==> src/rtl/fetch_unit_if.sv <==
// rtl/fetch_unit_if.sv - instruction-memory and decode-side signals of the fetch unit
interface fetch_unit_if;
    logic        mem_req;
    logic [15:0] mem_addr;
    logic        mem_ack;
    logic [15:0] mem_data;
    logic [15:0] ins;
    logic [15:0] ext;
    logic        ins_en;
    logic [15:0] ins_pc;
    logic        dec_ready;
    logic        redirect;
    logic [15:0] redirect_pc;

    modport master (
        output mem_req, mem_addr, ins, ext, ins_en, ins_pc,
        input  mem_ack, mem_data, dec_ready, redirect, redirect_pc
    );

    modport slave (
        input  mem_req, mem_addr, ins, ext, ins_en, ins_pc,
        output mem_ack, mem_data, dec_ready, redirect, redirect_pc
    );
endinterface

==> src/rtl/fetch_unit.sv <==
// rtl/fetch_unit.sv - instruction fetch unit
// Fetches one instruction word plus an optional extension word (bit 15 set) and hands both to decode.
module fetch_unit (
    input  logic          cpu_clk,
    input  logic          cpu_rst,
    fetch_unit_if.master  bus
);

    typedef enum logic [1:0] {
        FETCH_INS = 2'd0,
        FETCH_EXT = 2'd1,
        VALID     = 2'd2
    } state_t;

    state_t      state_q, state_d;
    logic [15:0] fpc_q, fpc_d;
    logic [15:0] ins_q, ins_d;
    logic [15:0] ext_q, ext_d;
    logic [15:0] ins_pc_q, ins_pc_d;
    logic        run_q, run_d;

    logic        mem_req;
    logic        ack_take;

    // run_q holds the request low until the first edge after reset is released.
    assign mem_req  = run_q && (state_q != VALID);
    assign ack_take = mem_req && bus.mem_ack && !bus.redirect;

    always_comb begin
        state_d  = state_q;
        fpc_d    = fpc_q;
        ins_d    = ins_q;
        ext_d    = ext_q;
        ins_pc_d = ins_pc_q;
        run_d    = 1'b1;

        case (state_q)
            FETCH_INS: begin
                if (ack_take) begin
                    ins_d    = bus.mem_data;
                    ins_pc_d = fpc_q;
                    fpc_d    = fpc_q + 16'd1;
                    if (bus.mem_data[15]) begin
                        state_d = FETCH_EXT;
                    end else begin
                        ext_d   = 16'h0000;
                        state_d = VALID;
                    end
                end
            end
            FETCH_EXT: begin
                if (ack_take) begin
                    ext_d   = bus.mem_data;
                    fpc_d   = fpc_q + 16'd1;
                    state_d = VALID;
                end
            end
            VALID: begin
                if (bus.dec_ready) begin
                    state_d = FETCH_INS;
                end
            end
            default: begin
                state_d = FETCH_INS;
            end
        endcase

        // A redirect overrides everything, including a decode transfer in the same cycle.
        if (bus.redirect) begin
            fpc_d   = bus.redirect_pc;
            state_d = FETCH_INS;
        end
    end

    always_ff @(posedge cpu_clk or posedge cpu_rst) begin
        if (cpu_rst) begin
            state_q  <= FETCH_INS;
            fpc_q    <= 16'h0000;
            ins_q    <= 16'h0000;
            ext_q    <= 16'h0000;
            ins_pc_q <= 16'h0000;
            run_q    <= 1'b0;
        end else begin
            state_q  <= state_d;
            fpc_q    <= fpc_d;
            ins_q    <= ins_d;
            ext_q    <= ext_d;
            ins_pc_q <= ins_pc_d;
            run_q    <= run_d;
        end
    end

    assign bus.mem_req  = mem_req;
    assign bus.mem_addr = fpc_q;
    assign bus.ins      = ins_q;
    assign bus.ext      = ext_q;
    assign bus.ins_pc   = ins_pc_q;
    assign bus.ins_en   = (state_q == VALID);

endmodule
==> src/flat_wrapper.sv <==
// flat-port wrapper written by rule: the top's interface ports become plain ports
module fetch_unit_flat 
  (cpu_clk, cpu_rst, bus_mem_req, bus_mem_addr, bus_ins, bus_ext, bus_ins_en, bus_ins_pc, bus_mem_ack, bus_mem_data, bus_dec_ready, bus_redirect, bus_redirect_pc);
  fetch_unit_if bus_i ();
  input  logic cpu_clk;
  input  logic cpu_rst;
  output wire logic [$bits(bus_i.mem_req)-1:0] bus_mem_req;
  output wire logic [$bits(bus_i.mem_addr)-1:0] bus_mem_addr;
  output wire logic [$bits(bus_i.ins)-1:0] bus_ins;
  output wire logic [$bits(bus_i.ext)-1:0] bus_ext;
  output wire logic [$bits(bus_i.ins_en)-1:0] bus_ins_en;
  output wire logic [$bits(bus_i.ins_pc)-1:0] bus_ins_pc;
  input wire logic [$bits(bus_i.mem_ack)-1:0] bus_mem_ack;
  input wire logic [$bits(bus_i.mem_data)-1:0] bus_mem_data;
  input wire logic [$bits(bus_i.dec_ready)-1:0] bus_dec_ready;
  input wire logic [$bits(bus_i.redirect)-1:0] bus_redirect;
  input wire logic [$bits(bus_i.redirect_pc)-1:0] bus_redirect_pc;
  assign bus_mem_req = bus_i.mem_req;
  assign bus_mem_addr = bus_i.mem_addr;
  assign bus_ins = bus_i.ins;
  assign bus_ext = bus_i.ext;
  assign bus_ins_en = bus_i.ins_en;
  assign bus_ins_pc = bus_i.ins_pc;
  assign bus_i.mem_ack = bus_mem_ack;
  assign bus_i.mem_data = bus_mem_data;
  assign bus_i.dec_ready = bus_dec_ready;
  assign bus_i.redirect = bus_redirect;
  assign bus_i.redirect_pc = bus_redirect_pc;
  fetch_unit u_core (.cpu_clk(cpu_clk), .cpu_rst(cpu_rst), .bus(bus_i));
endmodule
==> config.mk <==
export PLATFORM = sky130hd
export DESIGN_NAME = fetch_unit_flat
export DESIGN_NICKNAME = d
export VERILOG_FILES = /design/src/rtl/fetch_unit_if.sv /design/src/rtl/fetch_unit.sv /design/src/flat_wrapper.sv
export SDC_FILE = /design/constraint.sdc
export NUM_CORES = 1
export LEC_CHECK = 0
export ABC_AREA = 1
export CAP_MARGIN = 5
export CORE_ASPECT_RATIO = 0.9
export CORE_MARGIN = 4
export CORE_UTILIZATION = 46
export DETAILED_ROUTE_END_ITERATION = 8
export GPL_TIMING_DRIVEN = 0
export MAX_ROUTING_LAYER = met4
export PLACE_DENSITY = 0.82
export SLEW_MARGIN = 10
export SYNTH_ARGS = -nofsm -noshare
export SYNTH_HDL_FRONTEND = slang
export SYNTH_SLANG_ARGS = --single-unit
==> constraint.sdc <==
create_clock -name cpu_clk -period 2.8 [get_ports cpu_clk]
set_clock_uncertainty 0.2 [all_clocks]
set_input_delay 0.28 -clock cpu_clk [delete_from_list [all_inputs] [get_ports cpu_clk]]
set_output_delay 0.28 -clock cpu_clk [all_outputs]
set_load 0.02 [all_outputs]
==> flow_summary.yaml <==
run_status:
  status: "finished clean"
pwr:
  vdd_ir_drop_max_mv: 0.313
  p_leak_nw: 2.16
  power_density_mw_per_mm2: 666
  total_power_mw: 2.98
routing:
  routed_wl_um: 8600
  viasPerCell: 5.02
  dr.first_iter.drc_count: 173
  postRouteAntennaNets: 0
  drc: 0
  vias: 3076
  first_pass_iters: 5
  wl_per_cell_um: 14.0
critical_path:
  crit_path_end_kind: "output port"
  cp.required_ns: 2.32
  cp_cell_sequence: "nand2_2, inv_1, nor2_1, clkdlybuf4s50_1"
  cp_slowest_cell: "clkdlybuf4s50_1"
  r2r_end: "u_core.bus.ins[5]"
  reg2regPathDepth: 5
  cp-start-kind: "flip-flop"
  critical_path_arrival_ns: 1.69
  timing.rr.start: "u_core.state_q[1]"
  crit_path_max_incr_delay_ns: 0.60
  critical_path_class: "reg -> out"
  worstPathMaxFanout: 6
  r2r_slack_ns: 0.69
clock_tree:
  clkSlewWorstSetupHoldPaths_ns: 0.07
  cts_hold_buf: 0
  post_cts_buffers: 0
  cts_resized: 0
  clock-root-buffer: "clkbuf_8"
  cts_tree: "done"
  cts_sinks: 67
  cts_inserted_buffers: 9
  htreeDepth: 3
  cts_buffer_depth: 2
  clk_latency_ns: 0.35
sta:
  hold_viol: 0
  tightest_slew_ns: 0.812
  setup_tns_ns: 0
  fmax_mhz: 461
  holdWs_ns: 0.106
  rsz0062_at_grt: "no"
  finalSetupViolCount: 0
  period_share_pct: 77.5
  final_max_slew_viol_count: 0
  min_period_ns: 2.17
  relSlewSlack_pct: 45.9
  finalWorstSetupSlack_ns: 0.631
yosys:
  yosysTopAreaCell: "dfrtp_1"
  synthCells: 406
  synth_top_family_by_area: "simple AND/OR/NAND/NOR gates"
  synthFlopType: "dfrtp_1"
  yosysWarnings: 0
  synth_top_cell_area_share_pct: 53.3
  synthMuxAreaShare_pct: 0
  synth_edf_count: 0
  yosys.area_share.simple_pct: 28.0
  synth_compound_area_share_pct: 8.19
  ys_ff_latch: 67
  synthArstFlopShare_pct: 100
  syn_avg_cell_area_um2: 7.75
  post_synth_fa_ha_maj_area_fraction_pct: 0.398
  synth_most_common_cell: "nand2_1"
  synth_nets: 444
  netlist_area_mm2: 0.00315
  synth_seq_area_share_pct: 53.3
  synthTopCellsByArea: "dfrtp_1 53%, nand2_1 16%, o21ai_0 6.8%, inv_1 6.3%, nand3_1 5.1%"
  ys_top_cells_by_count: "133 x nand2_1, 67 x dfrtp_1, 53 x inv_1"
  synth_cell_types: 23
  synth_xor_area_share_pct: 1.39
floorplanning:
  die_w_um: 95.2
  rows: 28
  ios: 103
  initial_utilization_pct: 47.5
  die_area_mm2: 0.00823
  die_h_um: 86.5
  core_area_mm2: 0.00662
flow_run:
  drv_cap: 0
placement:
  dp_cells: 597
  pre_cts_ws_ns: 0.491
  gp_congestion: 0.875
  place_area_mm2: 0.00427
  port_buffers: 101
  dp_hpwl_um: 6150
cells_and_area:
  design_area_mm2: 0.00447
  final_cells: 613
  antenna_cells: 0
  area_growth_pct: 41.9
  final_util_pct: 67.4
  nets: 556
  drive_gt1_share_pct: 6.50
global_routing:
  grt_util_all_layers_pct: 22.8
  grt_pass1_vias: 3032
  grt_max_degree: 68
  antenna_found_initial: 0
  grt-ovfl-total: 0
  grt_pass1_wl_um: 14200
min_path:
  holdPathStages: 2
  holdPathEnd: "u_core.state_q[1]"
  hp-start: "bus_redirect"
  hold_path_class: "in -> reg"
==> sequential cells by signal, indices dropped and copies added (netlist names) <==
name,cells
u_core.state_q,2
u_core.bus.mem_addr,16
u_core.bus.ext,16
u_core.bus.ins_pc,16
u_core.run_q,1
u_core.bus.ins,16
==> worst max-delay path, delay by kind of cell, from the launching register on <==
kind | cells | cell delay, ns
buffers and inverters | 2 | 0.65
DFF | 1 | 0.47
and+or+nand+nor | 2 | 0.22
==> cell usage in the layout (no fill, tap or decap), drive strengths merged <==
| master | count |
|---|---|
| nand2 | 134 |
| clkdlybuf4s50 | 101 |
| dfrtp | 67 |
| inv | 54 |
| o21ai | 47 |
| nor2 | 41 |
| nand3 | 33 |
| clkbuf | 14 |
| buf | 10 |
| xor2 | 5 |
| clkinv | 4 |
| nand4 | 3 |
| o211ai | 2 |
| clkinvlp | 2 |
| nor4 | 1 |
| or2 | 1 |
| o31ai | 1 |
| ha | 1 |
| bufinv | 1 |
| conb | 1 |
==> worst max path at each step <==
| stage | from | endpoint | depth (start not counted) |
|---|---|---|---|
| floorplan | cpu_rst | u_core.bus.ext[0] | 1 |
| global placement | cpu_rst | u_core.bus.mem_addr[7] | 2 |
| detailed placement | bus_mem_ack | u_core.bus.ins[5] | 5 |
| CTS | u_core.state_q[1] | bus_mem_req | 4 |
| global route | u_core.state_q[1] | u_core.bus.ins[5] | 5 |
| finish | u_core.state_q[1] | bus_mem_req | 4 |
==> cells by family after synthesis <==
logic type / Yosys count
flip-flops: 67
AO/OA/AOI/OAI: 50
buffers and inverters: 69
other: 1
adder cells (fa/ha/maj): 1
AND/OR/NAND/NOR: 213
XOR/XNOR: 5
==> per-layer routing <==
metal	routed length [um]	global-route usage [%]	up-vias
met1	3750	29.9	1431
met3	666	4.69	17
met2	4050	35.3	150
met5	0	-	-
li1	-	-	1478
met4	133	7.99	0
==> final cells by class <==
class                   count  area, um^2
plain buffers              15        68.8
multi-input cells         270        1200
well taps                  90         113
clock inverters             7        68.8
fillers                   530        2160
clock buffers               9         124
inverters                  54         205
repair buffers            101        1010
flip-flops and latches     67        1680
==> power breakdown <==
group	internal (mW)	switching, mW
Sequential	1.13	0.144
Combinational	0.425	0.488
Clock	0.407	0.380
Total	1.96	1.01
Power figures use the tool's default switching activity.
